--- src/rtl/msgpass_rd_addr_gen.sv ---
// Read-address sequencer for message-pass buffer port A.
// Walks a latched [start, end] address window (wrapping at BUFF_DEPTH-1),
// holds the address while the memShare scheduler reports a data-reuse
// conflict, and flags a sticky stall error after STALL_LIMIT consecutive
// conflict cycles. All outputs are registered.
module msgpass_rd_addr_gen #(
  parameter int ADDR_WIDTH  = 3,
  parameter int BUFF_DEPTH  = 8,
  parameter int DRC_NUM     = 2,
  parameter int STALL_LIMIT = 4
) (
  input  logic                  sys_clk,
  input  logic                  rstn,
  input  logic                  buffer_read_begin_i,
  input  logic                  buffer_read_end_i,
  input  logic [ADDR_WIDTH-1:0] start_addr_i,
  input  logic [ADDR_WIDTH-1:0] end_addr_i,
  input  logic [DRC_NUM-1:0]    is_drc_i,
  output logic [ADDR_WIDTH-1:0] addr_o,
  output logic                  rd_en_o,
  output logic                  busy_o,
  output logic                  done_o,
  output logic                  stall_err_o
);

  localparam int CNT_W = $clog2(STALL_LIMIT + 1);
  localparam logic [ADDR_WIDTH-1:0] LAST_ADDR = ADDR_WIDTH'(BUFF_DEPTH - 1);
  localparam logic [CNT_W-1:0]      CNT_MAX   = CNT_W'(STALL_LIMIT);

  typedef enum logic [1:0] {
    IDLE     = 2'd0,
    RUN      = 2'd1,
    WAIT_END = 2'd2
  } state_t;

  state_t                state_q, state_d;
  logic [ADDR_WIDTH-1:0] addr_q, addr_d;
  logic [ADDR_WIDTH-1:0] end_win_q, end_win_d;
  logic                  rd_en_q, rd_en_d;
  logic                  busy_q, busy_d;
  logic                  done_q, done_d;
  logic                  stall_err_q, stall_err_d;
  logic [CNT_W-1:0]      cnt_q, cnt_d;

  logic begin_accept;
  logic conflict;

  // A begin that arrives together with end is treated as cancelled.
  assign begin_accept = buffer_read_begin_i && !buffer_read_end_i;
  assign conflict     = |is_drc_i;

  // State register and all registered outputs, async active-low reset.
  always_ff @(posedge sys_clk or negedge rstn) begin
    if (!rstn) begin
      state_q     <= IDLE;
      addr_q      <= '0;
      end_win_q   <= '0;
      rd_en_q     <= 1'b0;
      busy_q      <= 1'b0;
      done_q      <= 1'b0;
      stall_err_q <= 1'b0;
      cnt_q       <= '0;
    end else begin
      state_q     <= state_d;
      addr_q      <= addr_d;
      end_win_q   <= end_win_d;
      rd_en_q     <= rd_en_d;
      busy_q      <= busy_d;
      done_q      <= done_d;
      stall_err_q <= stall_err_d;
      cnt_q       <= cnt_d;
    end
  end

  // Next-state logic; abort (end) outranks both conflict hold and advance.
  always_comb begin
    state_d = state_q;
    case (state_q)
      IDLE: begin
        if (begin_accept) state_d = RUN;
      end
      RUN: begin
        if (buffer_read_end_i)                    state_d = IDLE;
        else if (!conflict && addr_q == end_win_q) state_d = WAIT_END;
      end
      WAIT_END: begin
        if (buffer_read_end_i) state_d = IDLE;
      end
      default: state_d = IDLE;
    endcase
  end

  // Output/datapath next values; everything holds unless changed below.
  always_comb begin
    addr_d      = addr_q;
    end_win_d   = end_win_q;
    rd_en_d     = rd_en_q;
    busy_d      = busy_q;
    done_d      = 1'b0;
    stall_err_d = stall_err_q;
    cnt_d       = cnt_q;
    case (state_q)
      IDLE: begin
        if (begin_accept) begin
          end_win_d   = end_addr_i;
          addr_d      = start_addr_i;
          rd_en_d     = 1'b1;
          busy_d      = 1'b1;
          stall_err_d = 1'b0;
          cnt_d       = '0;
        end
      end
      RUN: begin
        if (buffer_read_end_i) begin
          rd_en_d = 1'b0;
          busy_d  = 1'b0;
          done_d  = 1'b1;
        end else if (conflict) begin
          // Hold the address; count consecutive conflicts, saturating.
          if (cnt_q != CNT_MAX) cnt_d = cnt_q + 1'b1;
          if (cnt_d == CNT_MAX) stall_err_d = 1'b1;
        end else begin
          cnt_d = '0;
          if (addr_q == end_win_q) rd_en_d = 1'b0;
          else if (addr_q == LAST_ADDR) addr_d = '0;
          else addr_d = addr_q + 1'b1;
        end
      end
      WAIT_END: begin
        if (buffer_read_end_i) begin
          busy_d = 1'b0;
          done_d = 1'b1;
        end
      end
      default: begin
        rd_en_d = 1'b0;
        busy_d  = 1'b0;
      end
    endcase
  end

  assign addr_o      = addr_q;
  assign rd_en_o     = rd_en_q;
  assign busy_o      = busy_q;
  assign done_o      = done_q;
  assign stall_err_o = stall_err_q;

`ifndef SYNTHESIS
  // Window bounds outside the buffer have no defined behaviour.
  a_window_in_range: assert property (
    @(posedge sys_clk) disable iff (!rstn)
    (state_q == IDLE && begin_accept) |->
      (32'(start_addr_i) < BUFF_DEPTH && 32'(end_addr_i) < BUFF_DEPTH)
  ) else $error("window address out of range: start=%0d end=%0d",
                start_addr_i, end_addr_i);
`endif

endmodule

--- config.mk ---
export PLATFORM = sky130hd
export DESIGN_NAME = msgpass_rd_addr_gen
export DESIGN_NICKNAME = d
export VERILOG_FILES = /design/src/rtl/msgpass_rd_addr_gen.sv
export SDC_FILE = /design/constraint.sdc
export NUM_CORES = 1
export LEC_CHECK = 0
export ABC_AREA = 1
export CAP_MARGIN = 20
export CORE_MARGIN = 4
export CORE_UTILIZATION = 49
export DETAILED_ROUTE_END_ITERATION = 8
export GPL_TIMING_DRIVEN = 0
export PLACE_DENSITY = 0.77
export SLEW_MARGIN = 20
export SYNTH_ARGS = -nofsm -noshare
export SYNTH_HDL_FRONTEND = slang
export SYNTH_SLANG_ARGS = --single-unit
--- constraint.sdc ---
create_clock -name sys_clk -period 1.7 [get_ports sys_clk]
set_input_delay 0.51 -clock sys_clk [delete_from_list [all_inputs] [get_ports sys_clk]]
set_output_delay 0.51 -clock sys_clk [all_outputs]
set_load 0.01 [all_outputs]
==> impl_metrics.tcl, run 1 <==
set metrics [dict create \
    grt_overflow 0 \
    fillCellCount 160 \
    clkTransAtPathRegs_ns 0.09 \
    first_global_vias 793 \
    arrival_ns 1.14 \
    worstPathRequired_ns 1.19 \
    vias 833 \
    synth_nets 141 \
    ys_warn_count 0 \
    gp_congestion 0.793 \
    hold_ws_ns 0.481 \
    cts_max_path_buffers 2 \
    max_freq_mhz 608 \
    hold_viol 0 \
    die_h_um 51.4 \
    crit_slowest_cell "clkdlybuf4s50_1" \
    cp_cell_sequence "clkdlybuf4s50_1" \
    synth_top_cell_by_area "dfrtp_1" \
    clkSinkCount 15 \
    power_density_mw_per_mm2 1580 \
    port_buffers 18 \
    drc_errors 0 \
    peakVddDrop_mv 0.986 \
    dr.pass1.iters 4 \
    start_kind "flip-flop" \
    tightest_slew_ns 0.680 \
    fin_area_sq_mm 0.00119 \
    root_buffer "clkbuf_4" \
    antennaDiodeCount 0 \
    slew_violations 0 \
    worstSetupPathType "flip-flop to primary output" \
    start_util 0.524 \
    ys_seq_elements 15 \
    post-dp-hpwl_um 1460 \
    grt_max_degree 16 \
    power_uw 1890 \
    coreArea_sq_mm 0.00176 \
    grt_pass1_wl_um 3190 \
    synth_cell_types 19 \
    crit_path_max_incr_delay_ns 0.53 \
    cts_buffers 3 \
    htreeDepth 1 \
    fp.dieW_um 51.4 \
    critPathMaxFanout 1 \
    ys_seq_area_frac 0.406 \
    drive_above_1_share 0.123 \
    die-area_sq_mm 0.00265 \
    avgSynthCellArea_sq_um 7.58 \
    fin_skew_ns 0.00337 \
    status "finished clean" \
    min_path_type "flip-flop to flip-flop" \
    cts_tree "done" \
    cp-end-kind "primary output" \
    rsz0062_at_grt "no" \
    cp_top_family "buffers and inverters" \
    p_leak_uw 0.000692 \
    fin_crit_sh 0.968 \
    post-route-min-period_ns 1.65 \
    netlist_instances 122 \
    max_cap_viol_count 0 \
    syn_to_final_growth_pct 29.0 \
    wl_per_cell_um 10.8 \
    route.antenna.remaining_nets 0 \
    rows 15 \
    grt_use_total 0.159 \
    dpl_cell_area_sq_mm 0.00114 \
    netlist_top_cells_area "dfrtp_1 41%, nand2_1 16%, ha_1 9.5%, nand3_1 7.0%, inv_1 6.9%" \
    first_iter_violations 8 \
    clk_latency_ns 0.27 \
    max_slew_margin 0.545 \
    antenna_found_initial 0 \
    fin_nets 166 \
    syn-cell-area_sq_um 925 \
    io_pins 19 \
    setup_violations 0 \
    yosysTopAreaCellShare 0.406 \
    wirelength_um 1850 \
    viasPerCell 4.87 \
    timing.critical_path.buf_inv 1 \
]
## layer usage
metal	track usage	part of all wire
met3	0.0292	0.047
met4	0.0524	0.011
met2	0.267	0.49
met1	0.204	0.45
met5	0	0
## power by group
part	internal, uW	total, uW	switching [uW]
sequential	505	598	93.0
clock	90.9	199	108
combinational	463	1090	629
## cell usage in the layout, fill, tap and decap left out, drive strengths merged
cell	n
nand2	45
inv	19
dfrtp	15
nand3	13
clkdlybuf4s50	12
nor2	11
ha	7
dlymetal6s2s	5
clkbuf	4
o21ai	3
o22ai	2
a21oi	2
buf	2
mux2	1
xnor2	1
nand3b	1
or2	1
o2bb2ai	1
dlygate4sd2	1
## repair_timing
action	4_1_cts	5_1_grt
setup endpoints to repair	3	8
hold buffers	0	0
resized for setup	2	6
buffers inserted	2	0
## final timing paths
kind                                        startpoint               endpoint  slack [ns]  depth (start not counted)
worst max register to register  state_q[1]$_DFFE_PN0P_  addr_o[0]$_DFFE_PN0P_        0.24                         11
worst min register to register     rd_en_o$_DFFE_PN0P_    rd_en_o$_DFFE_PN0P_        0.48                          2
worst min-delay path               rd_en_o$_DFFE_PN0P_    rd_en_o$_DFFE_PN0P_        0.48                          2
max in group asynchronous                         rstn  addr_o[0]$_DFFE_PN0P_        0.59                          1
min in group asynchronous                         rstn  addr_o[2]$_DFFE_PN0P_        0.64                          1
worst max-delay path                  done_o$_DFF_PN0_                 done_o        0.05                          1
## per-stage QoR
step | utilization | cells | TNS (ns) | worst slack, ns
floorplan | - | 122 | 0 | 0.368
global placement | 0.644 | 165 | -0.639 | -0.116
detailed placement | 0.644 | 165 | -0.846 | -0.162
CTS | 0.667 | 171 | 0 | 0.0110
global route | 0.676 | 171 | 0 | 0.0179
finish | 0.676 | 171 | 0 | 0.0544
## final cells by class
class / instances / area, sq um / area share
Multi-Input combinational cell: 88 / 480 / 0.403
Sequential cell: 15 / 377 / 0.316
Timing Repair Buffer: 20 / 206 / 0.173
Inverter: 19 / 71.3 / 0.0598
Tap cell: 25 / 31.3 / 0.0262
Clock buffer: 4 / 26.3 / 0.0220
## state kept, by name, summed over array words and instances (netlist names)
name and count:
busy_o 1, done_o 1, stall_err_o 1, state_q 2, rd_en_o 1, cnt_q 3, end_win_q 3, addr_o 3
## cells by family after synthesis
group,synth area share
buf+inv,0.0771
fa+ha+maj,0.0947
mux,0.0122
compound gates,0.0501
flops,0.406
simple gates,0.350
xor+xnor,0.00947
## cells in the mapped netlist
cell	number
nand2_2	4
nor2_1	9
nand3b_1	1
ha_1	7
nand2_1	39
o2bb2ai_1	1
xnor2_1	1
nor2_2	1
nand2_4	2
o22ai_1	2
or2_1	1
o21ai_0	3
nor2_4	1
dfrtp_1	15
inv_2	2
inv_1	17
mux2_2	1
a21oi_1	2
nand3_1	13
No activity file was read; power rests on OpenSTA's default activity.
==> run 2: changes to the inputs <==
Clock period 1.7 ns to 1.75 ns, I/O delays scaled along.
==> impl_metrics.tcl, run 2 (synthesized netlist as in run 1, its figures left out) <==
set metrics [dict create \
    syn_to_final_growth_pct 27.6 \
    worstPathRequired_ns 1.22 \
    peakVddDrop_mv 0.951 \
    status "finished clean" \
    min_path_type "flip-flop to flip-flop" \
    power_density_mw_per_mm2 1560 \
    setup_violations 0 \
    drive_above_1_share 0.116 \
    viasPerCell 4.91 \
    grt_use_total 0.159 \
    post-route-min-period_ns 1.70 \
    fillCellCount 165 \
    cts_tree "done" \
    cts_buffers 3 \
    crit_path_max_incr_delay_ns 0.54 \
    htreeDepth 1 \
    postCtsHoldBufs 0 \
    slew_violations 0 \
    layout_common_cells "39 x nand2_1, 17 x inv_1, 16 x clkdlybuf4s50_1" \
    timing.critical_path.buf_inv 1 \
    fin_nets 166 \
    drc_errors 0 \
    worstSetupPathType "flip-flop to primary output" \
    first_global_vias 793 \
    die-area_sq_mm 0.00265 \
    multiInputGateArea_sq_um 478 \
    tightest_slew_ns 0.680 \
    arrival_ns 1.17 \
    die_h_um 51.4 \
    first_iter_violations 8 \
    gp_congestion 0.793 \
    fin_skew_ns 0.00222 \
    rsz0062_at_grt "no" \
    cts_max_path_buffers 2 \
    fp.dieW_um 51.4 \
    p_leak_uw 0.000635 \
    critPathMaxFanout 2 \
    max_slew_margin 0.545 \
    grt_overflow 0 \
    clkTransAtPathRegs_ns 0.09 \
    start_kind "flip-flop" \
    start_util 0.524 \
    dr.pass1.iters 4 \
    root_buffer "clkbuf_4" \
    final_util 0.669 \
    seqCellArea_sq_um 377 \
    grt_max_degree 16 \
    final_common_cell "nand2_1" \
    wirelength_um 1850 \
    wl_per_cell_um 10.8 \
    coreArea_sq_mm 0.00176 \
    grt_pass1_wl_um 3190 \
    cp-end-kind "primary output" \
    hold_viol 0 \
    antenna_found_initial 0 \
    setup_tns_ns 0 \
    clk_latency_ns 0.28 \
    max_cap_viol_count 0 \
    max_freq_mhz 589 \
    crit_slowest_cell "clkdlybuf4s50_1" \
    cp_cell_sequence "clkdlybuf4s50_1" \
    route.antenna.remaining_nets 0 \
    post-dp-hpwl_um 1460 \
    antennaDiodeCount 0 \
    cp_top_family "buffers and inverters" \
    io_pins 19 \
    port_buffers 18 \
    rows 15 \
    power_uw 1840 \
    clkSinkCount 15 \
    fin_crit_sh 0.971 \
    vias 839 \
]
==> run 2: cell types whose count changed in the layout (fill, tap and decap cells not counted), sizes merged <==
cell	change
dlymetal6s2s	-4
clkdlybuf4s50	+4
==> run 2: layer usage <==
metal,global-route usage,routed length [um],up-vias
li1,-,-,430
met1,0.204,846,388
met2,0.267,898,17
met3,0.0292,79,4
met4,0.0524,21,0
met5,0,0,-
==> run 2: through the flow <==
| step | std cells | instance area [sq um] | hold slack, ns | setup slack (ns) |
|---|---|---|---|---|
| global route | 171 | 1180 | 0.527 | 0.00224 |
| finish | 171 | 1180 | 0.486 | 0.0508 |
| floorplan | 122 | 925 | 0.229 | 0.418 |
| detailed placement | 165 | 1140 | 0.464 | -0.127 |
| global placement | 165 | 1140 | 0.461 | -0.0811 |
| CTS | 171 | 1180 | 0.489 | 0.0460 |
==> run 2: final timing paths <==
| kind | start | to | slack, ns | cells past startpoint |
|---|---|---|---|---|
| max | rd_en_o$_DFFE_PN0P_ | rd_en_o | 0.05 | 1 |
| max in group asynchronous | rstn | addr_o[0]$_DFFE_PN0P_ | 0.62 | 1 |
| min in group asynchronous | rstn | addr_o[2]$_DFFE_PN0P_ | 0.65 | 1 |
| max reg2reg | state_q[1]$_DFFE_PN0P_ | addr_o[0]$_DFFE_PN0P_ | 0.23 | 11 |
| min | rd_en_o$_DFFE_PN0P_ | rd_en_o$_DFFE_PN0P_ | 0.49 | 2 |
| min reg2reg | rd_en_o$_DFFE_PN0P_ | rd_en_o$_DFFE_PN0P_ | 0.49 | 2 |
==> run 2: cell type report <==
class | instances | share of cell area
timing repair buffer | 20 | 0.166
inverter | 19 | 0.0604
multi-input combinational | 88 | 0.405
tap | 25 | 0.0265
sequential | 15 | 0.319
clock buffer | 4 | 0.0223
==> run 2: power by group <==
group          switching, uW  leakage (uW)  total, uW  internal (uW)
Clock                    106     0.0000150        194           88.4
Combinational            613      0.000431       1070            456
Sequential              91.7      0.000189        582            490
Total                    810      0.000635       1840           1030
==> run 2: timing repair <==
action / in CTS / in global routing
endpoints found under the setup margin: 3 / 1
pin swaps: 0 / 0
cloned: 0 / 0
setup buffers: 2 / 0
resized for setup: 2 / 1
